===== config.mk =====
export PLATFORM = sky130hd
export DESIGN_NAME = md5_match
export DESIGN_NICKNAME = d
export VERILOG_FILES = /design/src/rtl/md5_match.sv
export SDC_FILE = /design/constraint.sdc
export NUM_CORES = 1
export LEC_CHECK = 0
export CAP_MARGIN = 40
export CORE_ASPECT_RATIO = 1.75
export CORE_MARGIN = 1
export CORE_UTILIZATION = 40
export CTS_CLUSTER_SIZE = 20
export DETAILED_ROUTE_END_ITERATION = 10
export PLACE_DENSITY = 0.68
export RECOVER_POWER = 50
export SLEW_MARGIN = 0
export SYNTH_ARGS = -nofsm -noshare
export SYNTH_HDL_FRONTEND = slang
export SYNTH_SLANG_ARGS = --single-unit

===== constraint.sdc =====
create_clock -name clk -period 18.1 [get_ports clk]
set_input_delay 4.525 -clock clk [delete_from_list [all_inputs] [get_ports clk]]
set_output_delay 4.525 -clock clk [all_outputs]
set_load 0.05 [all_outputs]

===== src/rtl/md5_match.sv =====
// md5_match: tracks candidate order through the MD5 core, compares {C,D}
// against a loaded target, and queues hit indices for the host.
module md5_match #(
    parameter int PIPE_LAT   = 65,
    parameter int ID_W       = 48,
    parameter int FIFO_DEPTH = 4
) (
    input  logic            clk,
    input  logic            reset,
    input  logic            issue_in,
    input  logic [31:0]     c_in,
    input  logic [31:0]     d_in,
    input  logic            target_we,
    input  logic [63:0]     target_in,
    output logic            match_valid,
    input  logic            match_ready,
    output logic [ID_W-1:0] match_id,
    output logic            overflow,
    output logic [ID_W-1:0] checked_count,
    output logic            busy
);

    localparam int AW = $clog2(FIFO_DEPTH);
    localparam logic [AW:0]     PTR_ONE = 1;
    localparam logic [ID_W-1:0] CNT_ONE = 1;

    logic [PIPE_LAT-1:0] dly;
    logic [63:0]         target;
    logic [ID_W-1:0]     mem [FIFO_DEPTH];
    logic [AW:0]         wr_ptr;
    logic [AW:0]         rd_ptr;

    logic slot_valid;
    logic hit;
    logic full;
    logic empty;
    logic pop;
    logic push;

    // Issue flags ride alongside the core; the head lines up with c_in/d_in.
    generate
        if (PIPE_LAT == 1) begin : g_one
            always_ff @(posedge clk or posedge reset) begin
                if (reset) dly <= '0;
                else       dly <= issue_in;
            end
        end else begin : g_many
            always_ff @(posedge clk or posedge reset) begin
                if (reset) dly <= '0;
                else       dly <= {dly[PIPE_LAT-2:0], issue_in};
            end
        end
    endgenerate

    assign slot_valid = dly[PIPE_LAT-1];
    assign hit        = slot_valid && ({c_in, d_in} == target);

    assign empty = (wr_ptr == rd_ptr);
    assign full  = (wr_ptr[AW] != rd_ptr[AW]) &&
                   (wr_ptr[AW-1:0] == rd_ptr[AW-1:0]);
    assign pop   = !empty && match_ready;
    // A full FIFO still accepts a hit when the head leaves in the same cycle.
    assign push  = hit && (!full || pop);

    always_ff @(posedge clk or posedge reset) begin
        if (reset) begin
            target <= '0;
        end else if (target_we) begin
            target <= target_in;
        end
    end

    always_ff @(posedge clk or posedge reset) begin
        if (reset) begin
            checked_count <= '0;
        end else if (slot_valid) begin
            checked_count <= checked_count + CNT_ONE;
        end
    end

    always_ff @(posedge clk or posedge reset) begin
        if (reset) begin
            for (int i = 0; i < FIFO_DEPTH; i++) mem[i] <= '0;
            wr_ptr   <= '0;
            rd_ptr   <= '0;
            overflow <= 1'b0;
        end else begin
            if (push) begin
                mem[wr_ptr[AW-1:0]] <= checked_count;
                wr_ptr              <= wr_ptr + PTR_ONE;
            end
            if (pop) begin
                rd_ptr <= rd_ptr + PTR_ONE;
            end
            if (hit && !push) begin
                overflow <= 1'b1;
            end
        end
    end

    assign match_valid = !empty;
    assign match_id    = mem[rd_ptr[AW-1:0]];
    assign busy        = |dly;

endmodule


Yosys cells after proc, flatten, opt, wreduce, memory -nomap -nowiden
Index checks and enable logic that the tools add are counted.

storage, ports and cells
  register bits = 376
  bits of input ports = 133
  word-level logic and storage cells = 39

cells by class
  bitwise operators = 2
  equality and inequality tests = 4
  muxes and demuxes = 6
  $add $sub $neg = 3
  reductions and logical operators = 11
  $lt $le $gt $ge = 3

operators with widths
  cell                                                 count
  bitwise mux 192 bit                                  1
  2-to-1 mux 48 bit                                    3
  binary-select mux 48 bit (select 2 bit)              1
  demux 48 bit (select 2 bit)                          1
  OR reduction 65 bit                                  1
  equality test 64 bit                                 1
  adder 48 x 1 -> 48 bit (second input constant)       1
  adder 3 x 1 -> 3 bit (second input constant)         2
  >= comparator 3 bit (second input constant)          2
  logical AND 1 bit                                    6
  NOT 2 -> 3 bit                                       2
  equality test 3 bit                                  1
  logical NOT 1 bit                                    3
  < comparator 3 x 1 -> 1 bit (second input constant)  1
  equality test 2 bit                                  1
  logical OR 1 bit                                     1
  inequality test 1 bit                                1

Longest topological paths before layout
Gate-level depths: netlist of the first run.

  depth in word-level cells = 7
  depth in mapped cells = 8

Worst setup path before layout of the first run
No wires, ideal clock.

  path kind = input-to-reg
  from = input port d_in[30]
  to = register mem[104] (netlist bit)
  arrival = 6.775 ns
  cell stages on the path = 8
  setup slack = 11.198 ns
  buffers on the path = 2
  required time = 17.972 ns
  cell sequence = nor2b_1 > a2111o_1 > or4_4 > nor4_4 > nand4_1 > buf_2 > buf_2 > mux2_1

on the way
  word-level cells in the longest chain between the ends = 3

RTL lines
  element                          RTL line  text
  from (decl)                      12        input logic [31:0] d_in,
  equality test 64 bit             56        assign hit = slot_valid && ({c_in, d_in} == target);
  logical AND 1 bit                56
  logical AND 1 bit                63        assign push = hit && (!full || pop);
  to (signal, indexed assignment)  89        mem[wr_ptr[AW-1:0]] <= checked_count;
  to (decl)                        29        logic [ID_W-1:0] mem [FIFO_DEPTH];

No other way between the ends.
A chain may end at the register's enable or synchronous reset.

==> results of run 1 <==
placed cells by master, fill, tap and decap left out, types with 3 or more instances in the layout:
| cell | count |
|---|---|
| xnor2_1 | 42 |
| clkbuf_1 | 13 |
| clkinvlp_4 | 3 |
| nor3_1 | 4 |
| o21ai_0 | 11 |
| and4_1 | 4 |
| xor2_1 | 56 |
| and3_1 | 5 |
| ha_1 | 6 |
| mux4_2 | 48 |
| nand2_1 | 37 |
| clkbuf_8 | 6 |
| o22ai_1 | 3 |
| dfrtp_1 | 374 |
| nand2b_1 | 11 |
| nand4_1 | 20 |
| clkdlybuf4s50_1 | 227 |
| clkbuf_16 | 37 |
| inv_6 | 4 |
| mux2_2 | 235 |
| mux2_1 | 4 |
| nor2_1 | 17 |
| nand3_1 | 18 |
| inv_1 | 20 |
| or4_1 | 3 |
| buf_4 | 7 |
| dlygate4sd3_1 | 3 |
| nor4_1 | 30 |
| nor2b_1 | 9 |
| clkinv_2 | 7 |
| o2111ai_1 | 3 |
| mux2_4 | 10 |
synth_stat cells, types with 4 or more instances:
master,number
and3_1,5
and4_1,4
buf_1,11
buf_2,8
clkbuf_1,37
dfrtp_1,376
ha_1,6
inv_1,21
mux2_1,4
mux2_2,235
mux2_4,10
mux4_2,48
nand2_1,37
nand2b_1,11
nand3_1,18
nand4_1,20
nor2_1,17
nor2b_1,9
nor3_1,4
nor4_1,30
o21ai_0,11
xnor2_1,42
xor2_1,56
cell type report:
| type | instances | area share |
|---|---|---|
| well taps | 485 | 0.03085 |
| flip-flops and latches | 376 | 0.4786 |
| repair buffers | 247 | 0.1241 |
| clock inverters | 17 | 0.008206 |
| multi-input cells | 591 | 0.3018 |
| clock buffers | 49 | 0.05241 |
| inverters | 21 | 0.004071 |
state kept, by name (all words and copies together), names as in the netlist:
signal / cells
mem: 192
dly: 65
target: 64
checked_count: 48
rd_ptr: 3
wr_ptr: 3
overflow: 1
power groups by stage:
stage	logic, mW	clock network, mW	registers [mW]
after floorplan	0.0455	0	0.885
after global placement	0.0867	0	0.887
after detailed placement	0.0913	0	0.888
after CTS	0.0916	0.782	0.872
after global routing	0.0982	0.815	0.874
final	0.0882	0.761	0.872
cell families (layout without fill, tap and decap cells):
| kind of cell | count (synthesis) | count (layout) | share of synthesized area |
|---|---|---|---|
| AOI/OAI and AO/OA | 27 | 27 | 0.01206 |
| DFF | 376 | 376 | 0.6004 |
| muxes | 297 | 297 | 0.2503 |
| and+or+nand+nor | 163 | 163 | 0.05685 |
| buffers and inverters | 80 | 334 | 0.02076 |
| adders and majority gates | 6 | 6 | 0.004791 |
| xor gates and xnor gates | 98 | 98 | 0.05477 |
per-stage QoR:
stage | std cells | setup slack, ns | hold WS, ns | area (sq um)
after floorplan | 1047 | 3.131 | 0.3540 | 15670
after global placement | 1715 | 9.858 | 0.3570 | 18430
after detailed placement | 1720 | 9.834 | 0.3611 | 18550
after CTS | 1786 | 10.17 | 0.3763 | 19740
after global routing | 1786 | 5.496 | 0.3808 | 19670
final | 1786 | 7.141 | 0.3726 | 19670
worst paths after layout:
kind | to | from | slack, ns | depth (start not counted)
worst min register to register | dly[22] | dly[21] | 0.37 | 0
worst max register to register | mem[104] | target[14] | 14.44 | 7
min in group asynchronous | target[1] | reset | 5.07 | 2
max in group clk | match_id[39] | rd_ptr[0] | 10.27 | 3
worst min-delay path | dly[22] | dly[21] | 0.37 | 0
worst max-delay path | rd_ptr[0] | reset | 7.14 | 3
per-layer routing:
metal | up-vias | GRT usage
met4 | 0 | 0.06208
met3 | 56 | 0.03748
met1 | 4682 | 0.2115
met2 | 224 | 0.3254
li1 | 4182 | -
met5 | - | 0
critical path, delay by kind of cell:
kind / cells / cell delay [ns]
buf+inv: 3 / 5.23
==> flow_summary.yaml, run 1 <==
outcome:
  status: "complete, but fails checks"
  violations: "max-capacitance violations, max-slew violations"
yosys:
  synth_edf_count: 0
  synth-async-reset-ratio: 1.000
  synthCells: 1047
  syn_area_sq_um: 15670
  synth_ff_type: "dfrtp_1"
  syn-num-nets: 1186
  synth.area.top_cells: "dfrtp_1 (60%), mux2_2 (17%), mux4_2 (6.9%), xor2_1 (3.1%), xnor2_1 (2.3%)"
  synth_top_area_share: 0.6004
  synth_seq_area_share: 0.6004
  synth_top_cell_by_area: "dfrtp_1"
  yosysWarnings: 0
  syn_area_per_cell_sq_um: 14.97
  synth-seq-cells: 376
  synth_cell_type_count: 39
cells_and_area:
  layout.nets: 1412
  syn_to_final_growth_pct: 25.53
  antenna_cells: 0
  multi_input_area_sq_um: 5936
  post-route-util: 0.5108
  seqCellArea_sq_um: 9414
  drive_above_1_share: 0.2836
  fill_cells: 3333
floorplan:
  dieArea_sq_um: 40000
  initial_core_util: 0.4069
  rows: 95
  io-pin-count: 232
  fp.coreArea_sq_um: 38510
  fp.dieW_um: 151.6
  die_h_um: 263.8
detailed_routing:
  vias_per_cell: 5.120
  drt-met1-wl_mm: 13.32
  ant_nets: 0
  top_layer: "met4"
  wirelength_mm: 34.53
  wl_met2_mm: 18.41
  num_vias: 9144
  drtPass1Iterations: 4
  drt_iter0_markers: 353
  wl_per_cell_um: 19.33
  drc: 0
  wl_met3_mm: 1.787
sta:
  period_share: 0.6055
  maxSlewViolCount: 284
  tightest_slew_ns: 4.687
  fmax_mhz: 91.25
  slew-limit-headroom: -2.125
  fin_crit_ns: 10.96
  final-hold-violation-count: 0
  final.setup.tns_ns: 0
  setup_viol_count_final: 0
  fin_skew_ns: 0.01698
  rsz0062_at_grt: "false"
power:
  p_int_mw: 1.343
  ir_drop_mv: 0.07001
  combPwrFrac: 0.051
  switchingPower_mw: 0.3785
  power_density_nw_per_um2: 87.53
  clkPwrFrac: 0.442
  power_mw: 1.722
  p_leak_nw: 8.905
  p_sw_frac: 0.2199
  seq_power_share: 0.507
global_routing:
  grt_overflow: 0
  grt_pass1_vias: 10066
  grt_pass1_wl_mm: 55.63
  grt_antenna_before_repair: 0
  grt_max_degree: 91
  grt_usage: 0.1816
clock_tree:
  cts_setup_buffers: 0
  cts_root_buffer: "clkbuf_16"
  clk_latency_ns: 0.53
  cts.sinks: 376
  cts_tree: "built"
  cts_buffer_depth: 3
  hold_buffers: 0
  cts_buffers: 36
  clkTransAtPathRegs_ns: 0.07
  h-tree-depth: 2
  cts_resized: 0
setup_path:
  start_kind: "input pin"
  crit_type: "input pin to async pin"
  critPathRequiredTime_ns: 16.96
  crit_slowest_cell: "clkbuf_1"
  slowest_delay_ns: 3.37
  crit_arrival_ns: 9.81
  path_cells: "dlygate4sd3_1, clkinvlp_2, clkbuf_1"
  crit_path_max_fanout: 90
  end_kind: "async pin"
placed_design:
  gp_congestion: 0.7548
  dpl.hpwl_mm: 23.46
  port-buffer-count: 231
flow_run:
  drv_cap: 4
worst_hold_path:
  holdCritPathClass: "register to register"
Power figures use the tool's default switching activity.
==> run 2, diff against run 1 <==
==> constraint.sdc (replaced) <==
create_clock -name clk -period 11.06 [get_ports clk]
set_input_delay 2.765 -clock clk [delete_from_list [all_inputs] [get_ports clk]]
set_output_delay 2.765 -clock clk [all_outputs]
set_load 0.05 [all_outputs]
==> run 2 against run 1 <==
  * The run still ends with max-capacitance violations, max-slew violations left
  * Cell count about the same
  * Routed wire length increased by 1.3%
  * Register-to-register slack got worse by 6.8 ns
  * Combinational power increased by 61%
  * Hold slack improved by 0.0020 ns
  * Clock skew decreased by 0.0011 ns
  * Global-route usage increased by 0.25 points
  * Largest cell class unchanged
  * Highest routed layer unchanged
==> flow_summary.yaml, run 2 (same netlist as run 1, synthesis figures left out) <==
outcome:
  status: "complete, but fails checks"
  violations: "max-capacitance violations, max-slew violations"
sta:
  final.setup.tns_ns: 0
  fin_skew_ns: 0.01584
  final-hold-violation-count: 0
  fmax_mhz: 141.1
  fin_crit_ns: 7.089
  maxSlewViolCount: 257
  tightest_slew_ns: 4.514
  slew-limit-headroom: -2.009
  period_share: 0.6410
  rsz0062_at_grt: "false"
  setup_viol_count_final: 0
clock_tree:
  cts.sinks: 376
  cts_buffers: 36
  cts_resized: 0
  clk_latency_ns: 0.53
  cts_setup_buffers: 0
  cts_root_buffer: "clkbuf_16"
  hold_buffers: 0
  cts_buffer_depth: 3
  h-tree-depth: 2
  cts_tree: "built"
  clkTransAtPathRegs_ns: 0.06
placed_design:
  port-buffer-count: 231
  placed_area_sq_um: 18490
  dpl.hpwl_mm: 23.78
  gp_congestion: 0.7731
  numPlacedInstances: 1720
detailed_routing:
  drc: 0
  num_vias: 9206
  wl_per_cell_um: 19.59
  vias_per_cell: 5.157
  ant_nets: 0
  drt_iter0_markers: 362
  wirelength_mm: 34.97
  drtPass1Iterations: 4
power:
  switchingPower_mw: 0.6077
  p_int_mw: 2.264
  p_leak_nw: 9.032
  p_sw_frac: 0.2116
  combPwrFrac: 0.049
  power_density_nw_per_um2: 145.8
  seq_power_share: 0.498
  ir_drop_mv: 0.1536
  clkPwrFrac: 0.453
floorplan:
  fp.coreArea_sq_um: 38510
  initial_core_util: 0.4069
  die_h_um: 263.8
  io-pin-count: 232
  rows: 95
  dieArea_sq_um: 40000
  fp.dieW_um: 151.6
global_routing:
  grt_pass1_vias: 10113
  use_met3: 0.04231
  grt_usage: 0.1841
  met1_usage: 0.2139
  grt_pass1_wl_mm: 56.41
  grt_overflow: 0
  grt_util_met2: 0.3284
  grt_antenna_before_repair: 0
  grt_max_degree: 196
  top_usage_layer: "met2"
setup_path:
  rr_startpoint: "target[30]"
  start_kind: "input pin"
  crit_arrival_ns: 6.65
  timing.rr.end: "mem[104]"
  r2r_cells: 7
  end_kind: "async pin"
  critPathRequiredTime_ns: 10.62
  r2r_slack_ns: 7.65
  crit_path_max_fanout: 182
  crit_type: "input pin to async pin"
cells_and_area:
  largest_register_ffs: 192
  fin_area_sq_um: 19700
  layout.nets: 1412
  fill_cells: 3306
  antenna_cells: 0
  mostFrequentLayoutCell: "dfrtp_1"
  drive_above_1_share: 0.2838
  seqCellArea_sq_um: 9414
  largest-register: "mem"
  instances_no_fill: 1785
  biggestRegsByFlops: "mem: 192 flops, dly: 65 flops, target: 64 flops"
  multi_input_area_sq_um: 5921
  mostFrequentLayoutCells: "dfrtp_1 (374), mux2_2 (235), clkdlybuf4s50_1 (197)"
  syn_to_final_growth_pct: 25.73
worst_hold_path:
  min_to: "dly[33]"
  hold_start: "dly[32]"
  holdCritPathClass: "register to register"
  holdPathStages: 0
flow_run:
  drv_cap: 2
[run 2: worst max-delay path: stages]
cell and delay [ns]:
dlygate4sd3_1 0.57, clkinvlp_4 0.07, clkbuf_2 3.10
[run 2: final cells by class]
type / count / area share
sequential: 376 / 0.4778
multi-input combinational: 591 / 0.3005
timing repair buffer: 247 / 0.1233
clock buffer: 51 / 0.05271
tap: 485 / 0.03080
clock inverter: 14 / 0.01061
inverter: 21 / 0.004192
[run 2: worst max path at each step]
stage,from,to,slack [ns],depth (start not counted)
CTS,rd_ptr[0],match_id[40],4.84,3
global route,reset,mem[167],2.92,3
detailed placement,d_in[30],mem[104],5.26,8
floorplan,reset,checked_count[0],3.24,1
global placement,d_in[15],mem[165],5.12,8
finish,reset,mem[72],3.97,3
[run 2: layer usage]
layer  up-vias  share of wire
met5         -              0
met2       216           0.54
li1       4193              -
met3        67          0.054
met1      4730           0.38
met4         0          0.029
[run 2: power by group through the flow]
| stage | Clock (mW) | Sequential (mW) | Combinational (mW) |
|---|---|---|---|
| after global routing | 1.40 | 1.43 | 0.158 |
| after CTS | 1.35 | 1.43 | 0.146 |
| after detailed placement | 0 | 1.45 | 0.145 |
| final | 1.30 | 1.43 | 0.142 |
| after floorplan | 0 | 1.45 | 0.0746 |
| after global placement | 0 | 1.45 | 0.142 |
[run 2: per-stage QoR]
step | util | total power [mW] | worst slack (ns) | hold slack, ns
final | 0.5116 | 2.872 | 3.971 | 0.3746
after global routing | 0.5116 | 2.986 | 2.922 | 0.3837
after CTS | 0.5126 | 2.921 | 4.844 | 0.3765
after detailed placement | 0.4802 | 1.600 | 5.261 | 0.3623
after global placement | 0.4798 | 1.595 | 5.123 | 0.3586
after floorplan | - | 1.524 | 3.245 | 0.3540
